### config.mk
export PLATFORM = sky130hd
export DESIGN_NAME = seven_seg_scan_capture
export DESIGN_NICKNAME = d
export VERILOG_FILES = /design/src/rtl/seven_seg_scan_capture.sv
export SDC_FILE = /design/constraint.sdc
export NUM_CORES = 1
export LEC_CHECK = 0
export CORE_ASPECT_RATIO = 2
export CORE_UTILIZATION = 45
export CTS_CLUSTER_DIAMETER = 200
export CTS_CLUSTER_SIZE = 20
export DETAILED_ROUTE_END_ITERATION = 8
export GPL_TIMING_DRIVEN = 1
export PLACE_DENSITY = 0.75
export SYNTH_ARGS = -nofsm -noshare
export SYNTH_HDL_FRONTEND = slang
export SYNTH_SLANG_ARGS = --single-unit
export TNS_END_PERCENT = 5
### constraint.sdc
create_clock -name clk -period 2.62 [get_ports clk]
set_clock_uncertainty 0.15 [all_clocks]
set_input_delay 0.262 -clock clk [delete_from_list [all_inputs] [get_ports clk]]
set_output_delay 0.262 -clock clk [all_outputs]
set_load 0.01 [all_outputs]
### src/rtl/seven_seg_scan_capture.sv
// seven_seg_scan_capture: rebuilds four hex digits from a time-multiplexed seven-segment anode/cathode bus
// Ports: clk; rst_n async active-low reset; an[3:0] active-low anodes (bit0 = va10); seg[6:0] active-low {ca..cg};
//   va10..va13 captured digits; digit_valid per-digit status; seg_err undecodable-pattern pulse;
//   frame_done all-four-captured pulse. Macro SEG_CAPTURE_ERRCNT_EN adds err_clr input and err_cnt[7:0].
module seven_seg_scan_capture #(
  parameter int STABLE_CYCLES = 1024,
  parameter int CNT_W = 16
) (
  input  logic       clk,
  input  logic       rst_n,
  input  logic [3:0] an,
  input  logic [6:0] seg,
`ifdef SEG_CAPTURE_ERRCNT_EN
  input  logic       err_clr,
  output logic [7:0] err_cnt,
`endif
  output logic [3:0] va10,
  output logic [3:0] va11,
  output logic [3:0] va12,
  output logic [3:0] va13,
  output logic [3:0] digit_valid,
  output logic       seg_err,
  output logic       frame_done
);
  localparam logic [1:0] IDLE = 2'd0, SETTLE = 2'd1, HOLD = 2'd2;
  localparam logic [6:0] GLYPH [16] = '{
    7'b0000001, 7'b1001111, 7'b0010010, 7'b0000110,
    7'b1001100, 7'b0100100, 7'b0100000, 7'b0001111,
    7'b0000000, 7'b0000100, 7'b0001000, 7'b1100000,
    7'b0110001, 7'b1000010, 7'b0110000, 7'b0111000
  };
  logic [3:0] an1_q, an2_q, anp_q;
  logic [6:0] seg1_q, seg2_q, segp_q;
  logic [1:0] state_q, state_d;
  logic [CNT_W-1:0] cnt_q, cnt_d;
  logic [3:0] mask_q, mask_d, mask_set, dv_q;
  logic [3:0] va_q [4];
  logic err_q, done_q;
  logic one_hot, changed, fire, hit, done;
  logic [1:0] idx;
  logic [3:0] val;
  assign one_hot = (an2_q == 4'b1110) || (an2_q == 4'b1101) || (an2_q == 4'b1011) || (an2_q == 4'b0111);
  assign idx = !an2_q[0] ? 2'd0 : !an2_q[1] ? 2'd1 : !an2_q[2] ? 2'd2 : 2'd3;
  assign changed = {an2_q, seg2_q} != {anp_q, segp_q};
  // A change landing on the terminal count suppresses the capture.
  assign fire = (state_q == SETTLE) && one_hot && !changed && (cnt_q == CNT_W'(STABLE_CYCLES - 1));
  always_comb begin
    hit = 1'b0;
    val = 4'd0;
    for (int k = 0; k < 16; k++)
      if (seg2_q == GLYPH[k]) begin
        hit = 1'b1;
        val = 4'(k);
      end
  end
  assign mask_set = hit ? (mask_q | (4'b0001 << idx)) : mask_q;
  assign done = fire && hit && (mask_set == 4'hF);
  assign mask_d = done ? 4'd0 : fire ? mask_set : mask_q;
  always_comb begin
    state_d = (state_q == IDLE)   ? (one_hot ? SETTLE : IDLE) :
              (state_q == SETTLE) ? ((changed || !one_hot) ? IDLE : fire ? HOLD : SETTLE) :
              (changed ? IDLE : HOLD);
    cnt_d   = (state_q == IDLE)   ? (one_hot ? CNT_W'(1) : '0) :
              (state_q == SETTLE) ? ((changed || !one_hot || fire) ? '0 : cnt_q + CNT_W'(1)) :
              '0;
  end
  always_ff @(posedge clk or negedge rst_n)
    if (!rst_n) begin
      an1_q   <= 4'hF;
      an2_q   <= 4'hF;
      anp_q   <= 4'hF;
      seg1_q  <= 7'h7F;
      seg2_q  <= 7'h7F;
      segp_q  <= 7'h7F;
      state_q <= IDLE;
      cnt_q   <= '0;
      mask_q  <= '0;
      dv_q    <= '0;
      va_q    <= '{default: '0};
      err_q   <= 1'b0;
      done_q  <= 1'b0;
    end else begin
      an1_q   <= an;
      an2_q   <= an1_q;
      anp_q   <= an2_q;
      seg1_q  <= seg;
      seg2_q  <= seg1_q;
      segp_q  <= seg2_q;
      state_q <= state_d;
      cnt_q   <= cnt_d;
      mask_q  <= mask_d;
      err_q   <= fire && !hit;
      done_q  <= done;
      if (fire) dv_q[idx] <= hit;
      if (fire && hit) va_q[idx] <= val;
    end
  assign va10 = va_q[0];
  assign va11 = va_q[1];
  assign va12 = va_q[2];
  assign va13 = va_q[3];
  assign digit_valid = dv_q;
  assign seg_err = err_q;
  assign frame_done = done_q;
`ifdef SEG_CAPTURE_ERRCNT_EN
  logic [7:0] ecnt_q, ecnt_d;
  assign ecnt_d = err_clr ? 8'd0 : (err_q && ecnt_q != 8'hFF) ? ecnt_q + 8'd1 : ecnt_q;
  always_ff @(posedge clk or negedge rst_n)
    if (!rst_n) ecnt_q <= '0;
    else ecnt_q <= ecnt_d;
  assign err_cnt = ecnt_q;
`endif
endmodule

# After elaboration in Yosys (flattened, before gate mapping)
# Index checks and enable logic that the tools add are counted.
# totals
reg_bits	77
input_bits	13
output_inout_bits	22
word_cells	119
# op_classes
n_reduce_logical	19
bitwise	2
addsub	1
magnitude_cmp	4
mux	53
eq_ne	23
n_shift	1
# ops
cell	count
4-bit two-way mux	18
16-bit two-way mux	3
7-bit by 6-bit equality test with 1-bit output (second input constant)	5
7-bit equality test (second input constant)	4
1-bit two-way mux	21
16-bit by 1-bit adder with 16-bit output (second input constant)	1
16-bit bitwise mux	1
16-bit by 10-bit equality test with 1-bit output (second input constant)	1
4-bit equality test (second input constant)	4
7-bit by 3-bit equality test with 1-bit output (second input constant)	2
7-bit by 4-bit equality test with 1-bit output (second input constant)	2
2-bit two-way mux	7
11-bit != test	1
4-bit demux with 2-bit select	1
1-bit logical AND	8
7-bit by 1-bit equality test with 1-bit output (second input constant)	1
7-bit by 5-bit equality test with 1-bit output (second input constant)	1
7-bit zero test	1
1-bit logical OR	5
4-bit bitwise mux	1
4-bit by 3-bit equality test with 1-bit output (second input constant)	1
4-bit bitwise OR	1
1-bit by 2-bit left shift with 4-bit output (first input constant)	1
3-bit >= comparator (second input constant)	1
other kinds (9)	11

# Logic depth before layout (Yosys ltp)
# Gate-level depths: netlist of run 1.
# depth
ltp_word	21
mapped_depth	8
depth_no_buf	6

# Worst setup path after synthesis of run 1
# OpenSTA, ideal clock, no wires.
# synth_path
kind	reg2reg
from	register an2_q[0]
to	register va_q, in the netlist va13[1]
required_ps	2345
path_slack_ps	-149
t_arrival_ps	2495
path_stages_with_launch	8
synth_period_minus_slack_ps	2769
path_buffers	2
setup_time_ps	125
path_cell_list	dfstp_2 > buf_2 > nand2_1 > o211a_1 > or4_1 > buf_4 > a2111oi_4 > mux2_2
# synth_via
elab_chain_cells	8
word_cells_on_any_way	21
classes_between	2 x order compare; 5 x eq/ne; 4 x mux; 1 x bitwise; 9 x reduce/logical
# synth_lines
item	line_no	source
from (decl)	32	logic [3:0] an1_q, an2_q, anp_q;
from (signal assigned)	84	an2_q <= an1_q;
parallel branches: the longest is 8 deep, another holds 3-bit >= comparator	--	
to (signal, indexed assignment)	95	if (fire && hit) va_q[idx] <= val;
to (decl)	37	logic [3:0] va_q [4];
# Parallel ways; which one is timed is not known.
# A chain may end at the register's enable or synchronous reset.

# Worst setup path in the final report of run 1
# layout_path
from	register seg2_q[1]
to	register va_q, in the netlist va13[1]
# layout_via
elab_chain_cells	18
word_cells_on_any_way	52
classes_between	16 x eq/ne; 31 x mux; 5 x reduce/logical
# layout_lines
item	line_no	source
from (decl)	33	logic [6:0] seg1_q, seg2_q, segp_q;
from (signal assigned)	87	seg2_q <= seg1_q;
7-bit by 1-bit equality test with 1-bit output	51	if (seg2_q == GLYPH[k]) begin
1-bit two-way mux (16 in a row)	51	
1-bit logical AND	95	
# Parallel ways exist; a longest one is shown, timed or not.

==> metrics, run 1 <==
status finished with violations; failing checks setup timing; Distinct cells, synth between 50 and 60; number of antenna violations at the first check in global routing 0; endpoints failing setup 16; leading area contributor after synthesis sky130_fd_sc_hd__dfrtp_1; area of the core region around 7500 um2; fraction of synthesized area in multiplexers ~5.4%; GRT Util Overall between 20% and 30%; proportion of layout cells with a drive suffix above 1 a little over a third; combinational power share 6.5%; Psw between 500 and 600 uW; area fraction in compound gates after synthesis 10.9%; largest net degree at the start of global routing 53; fraction of registers with async set/reset between 90% and 100%; diode count 0; Synth Flop Type sky130_fd_sc_hd__dfrtp_1; Worst R2R Setup Slack -0.06 ns; via count of the routed design ~2400; number of design rule violations left after detail routing 0; Cell Pwr Density about 580 nW/um2; Slowest cell on crit path sky130_fd_sc_hd__dfstp_2; cell types with the largest area share after synthesis sky130_fd_sc_hd__dfrtp_1, sky130_fd_sc_hd__dfstp_2, sky130_fd_sc_hd__xnor2_1; deepest clock path buffer count 2; Seq pwr share around 48%; sequential cell area fraction in the yosys report about 57%; number of violations of the max-capacitance limit 0; setup repair after global routing missed its margin true; crit start category register; cell internal power dissipation roughly 2100 uW; Worst Max-Slew Pin Slew roughly 0.65 ns; number of failing hold endpoints at the final stage 0; cell family contributing the most delay on the critical path simple AND/OR/NAND/NOR gates; post-CTS clock slew at the launch and capture registers of the worst setup and hold paths 0.06 ns; nature of the critical path endpoint register; data required time at the worst endpoint 2.69 ns; HPWL after detailed placement between 5000 and 6000 um; H-tree depth 3; critical path data arrival time approximately 2.8 ns; fraction of power spent switching nets between 20 and 25%; number of global-route vias before repair roughly 2500; clock latency of the later-clocked register in the worst-skew pair 0.34 ns; shortest period the worst path allows about 2.7 ns; die outline area approximately 8100 um2; Inserted Clock Buffers 9; Tightest Hold Check Type input pin to register; most repeated cell in the gate-level netlist after synthesis sky130_fd_sc_hd__dfrtp_1; overall power after layout approximately 2700 uW; synthesized flop and latch total 77; yosys warns 0; Mapped Cells ~290; clock tree from TritonCTS done; Cell Chain, Critical Path or3b_4 -> nor3b_4 -> a221oi_4 -> a2111oi_4 -> buf_4 -> mux2_2; post-synthesis to final-layout area growth 32.9%; peak per-stage delay on the critical path roughly 0.65 ns; tightest slew margin relative to the limit a little under three fifths; ranking of synthesized cells by instance count sky130_fd_sc_hd__dfrtp_1, sky130_fd_sc_hd__dfstp_2, sky130_fd_sc_hd__nor2_1, sky130_fd_sc_hd__xnor2_1, sky130_fd_sc_hd__nand2_1; antenna-violating nets left 0; static leakage between 0.0015 and 0.002 uW; EDFF count, synth 0; mean instance size in the synthesized netlist 12.2 um2; Vias per Instance 5.36; netlist area before placement between 3000 and 4000 um2; Final period util 102%; buffer and inverter count on the worst path 1; DRC marker count from the first detailed-route iteration between 100 and 150; Worst IR Drop VDD about 520 uV; final estimated routing congestion in global placement between 0.8 and 0.9; count of standard-cell rows 45; Initial Util a little under half; largest fanout on the critical path 7; net count of the mapped netlist 300; setup ws final -0.0612 ns; count of boundary I/O pins 35; Final Max Tran Viols 0; wire length per cell around 16 um; first-pass GRT wire length 12400 um; root buffer cell sky130_fd_sc_hd__clkbuf_16; proportion of power drawn by the clock network 46.0%; total length of routed wires between 7000 and 8000 um; height of the die 126 um; number of iterations in the first detailed-routing pass 4; Final Net Count 370; main combinational cell family by area after synthesis simple AND/OR/NAND/NOR gates; count of port buffers added during placement 34; total grt overflow 0; xor-xnor portion of the synthesized cell area 6.80%; adder-cell share of the synthesized area less than 1%; simple-gate share of the synthesized area between 10% and 20%; Crit Path Class register to register; fraction of synthesized cell area taken by the top area cell type 31.7%; FMAX 373 MHz; sinks on the clock net 77; DIE WIDTH approximately 64 um; Total Negative Setup Slacks -0.432 ns
-- path summary, 6_finish.rpt --
check                      startpoint  cells past startpoint              to
max                         seg2_q[1]                      6         va13[1]
min                             an[1]                      1        an1_q[1]
max reg2reg                 seg2_q[1]                      6         va13[1]
min reg2reg                 seg1_q[3]                      0       seg2_q[3]
max in group asynchronous       rst_n                      3       segp_q[0]
min in group asynchronous       rst_n                      2  digit_valid[0]
-- what timing repair did --
item / CTS / global route
hold buffers: 1 / 0
setup endpoints to repair: 26 / 25
endpoints found under the hold margin: 25 / 0
pin swaps: 9 / 7
resized for setup: 12 / 13
setup buffers: 5 / 5
-- area by class of cell --
| class | count | area, um2 |
|---|---|---|
| Timing Repair Buffer | 74 | 686 |
| Multi-Input combinational cell | 186 | 1520 |
| Clock buffer | 11 | 275 |
| Clock inverter | 4 | 26.3 |
| Fill cell | 609 | 2920 |
| Inverter | 8 | 30.0 |
| Sequential cell | 77 | 1970 |
| Tap cell | 94 | 118 |
-- cells by family after synthesis --
| kind of cell | after synthesis |
|---|---|
| AOI/OAI and AO/OA | 34 |
| xor gates and xnor gates | 27 |
| and+or+nand+nor | 107 |
| muxes | 17 |
| buffers and inverters | 23 |
| DFF | 77 |
| adders and majority gates | 1 |
-- power by group through the flow --
stage               clock, uW  combinational (uW)  sequential [uW]
floorplan                   0                90.3             1270
global route             1300                 189             1270
detailed placement          0                 163             1290
CTS                      1260                 170             1270
finish                   1230                 174             1270
global placement            0                 160             1280
-- sequential cells by signal, summed over array words and instances (netlist names) --
register     count
va10             4
va12             4
an1_q            4
mask_q           4
anp_q            4
va11             4
state_q          2
seg_err          1
segp_q           7
frame_done       1
seg2_q           7
cnt_q           16
va13             4
seg1_q           7
an2_q            4
digit_valid      4
-- through the flow --
| step | hold WS, ns | setup WS, ns | utilization (%) | std cells | cell area (um2) |
|---|---|---|---|---|---|
| CTS | 0.164 | -0.0801 | 60.2 | 451 | 4540 |
| global route | 0.170 | -0.162 | 61.3 | 454 | 4620 |
| detailed placement | 0.153 | -0.277 | 54.7 | 430 | 4130 |
| global placement | 0.147 | -0.182 | 54.7 | 430 | 4130 |
| finish | 0.173 | -0.0612 | 61.3 | 454 | 4620 |
| floorplan | -0.184 | -0.108 | - | 286 | 3500 |
-- per-layer routing --
| metal | vias up | part of all wire [%] | wire [um] | global-route usage, % |
|---|---|---|---|---|
| met3 | 14 | 2.3 | 168 | 4.05 |
| met2 | 49 | 57 | 4180 | 37.0 |
| li1 | 1155 | - | - | - |
| met5 | - | 0 | 0 | 0 |
| met1 | 1216 | 38 | 2810 | 22.2 |
| met4 | 0 | 2.6 | 192 | 11.2 |
-- cells in the final DEF (no fill, tap or decap), types with 3 or more instances in the layout --
cell                              netlist  layout
sky130_fd_sc_hd__mux2_4                 0       8
sky130_fd_sc_hd__dfrtp_1               44      44
sky130_fd_sc_hd__o21ai_0                3       3
sky130_fd_sc_hd__buf_4                  4      31
sky130_fd_sc_hd__clkbuf_16              0      11
sky130_fd_sc_hd__buf_6                  1       6
sky130_fd_sc_hd__nand2b_1               8       6
sky130_fd_sc_hd__nor4_1                 5       4
sky130_fd_sc_hd__nand3_1                9       9
sky130_fd_sc_hd__o21ba_2                3       3
sky130_fd_sc_hd__or3_1                  4       4
sky130_fd_sc_hd__inv_1                  8       8
sky130_fd_sc_hd__clkdlybuf4s50_1        0      33
sky130_fd_sc_hd__nor2_1                31      31
sky130_fd_sc_hd__o31ai_1                4       4
sky130_fd_sc_hd__nand2_1               17      17
sky130_fd_sc_hd__xor2_1                 8       8
sky130_fd_sc_hd__dfstp_2               33      33
sky130_fd_sc_hd__a2111oi_4              5       6
sky130_fd_sc_hd__mux2_2                11       5
sky130_fd_sc_hd__nand4_1               11      11
sky130_fd_sc_hd__mux2i_1                4       3
sky130_fd_sc_hd__xnor2_1               19      18
sky130_fd_sc_hd__nand4b_1               4       4
sky130_fd_sc_hd__nor3_1                 3       3
sky130_fd_sc_hd__or3b_2                 3       3
sky130_fd_sc_hd__a211oi_1               3       3
Power figures use the tool's default switching activity.
==> run 2, diff against run 1 <==
--- a/config.mk
+++ b/config.mk
@@ -5,6 +5,7 @@
 export SDC_FILE = /design/constraint.sdc
 export NUM_CORES = 1
 export LEC_CHECK = 0
+export ABC_AREA = 0
 export CORE_ASPECT_RATIO = 2
 export CORE_UTILIZATION = 45
 export CTS_CLUSTER_DIAMETER = 200
==> results of run 2 <==
Final layout, timing and power as in run 1 (identical DEF).
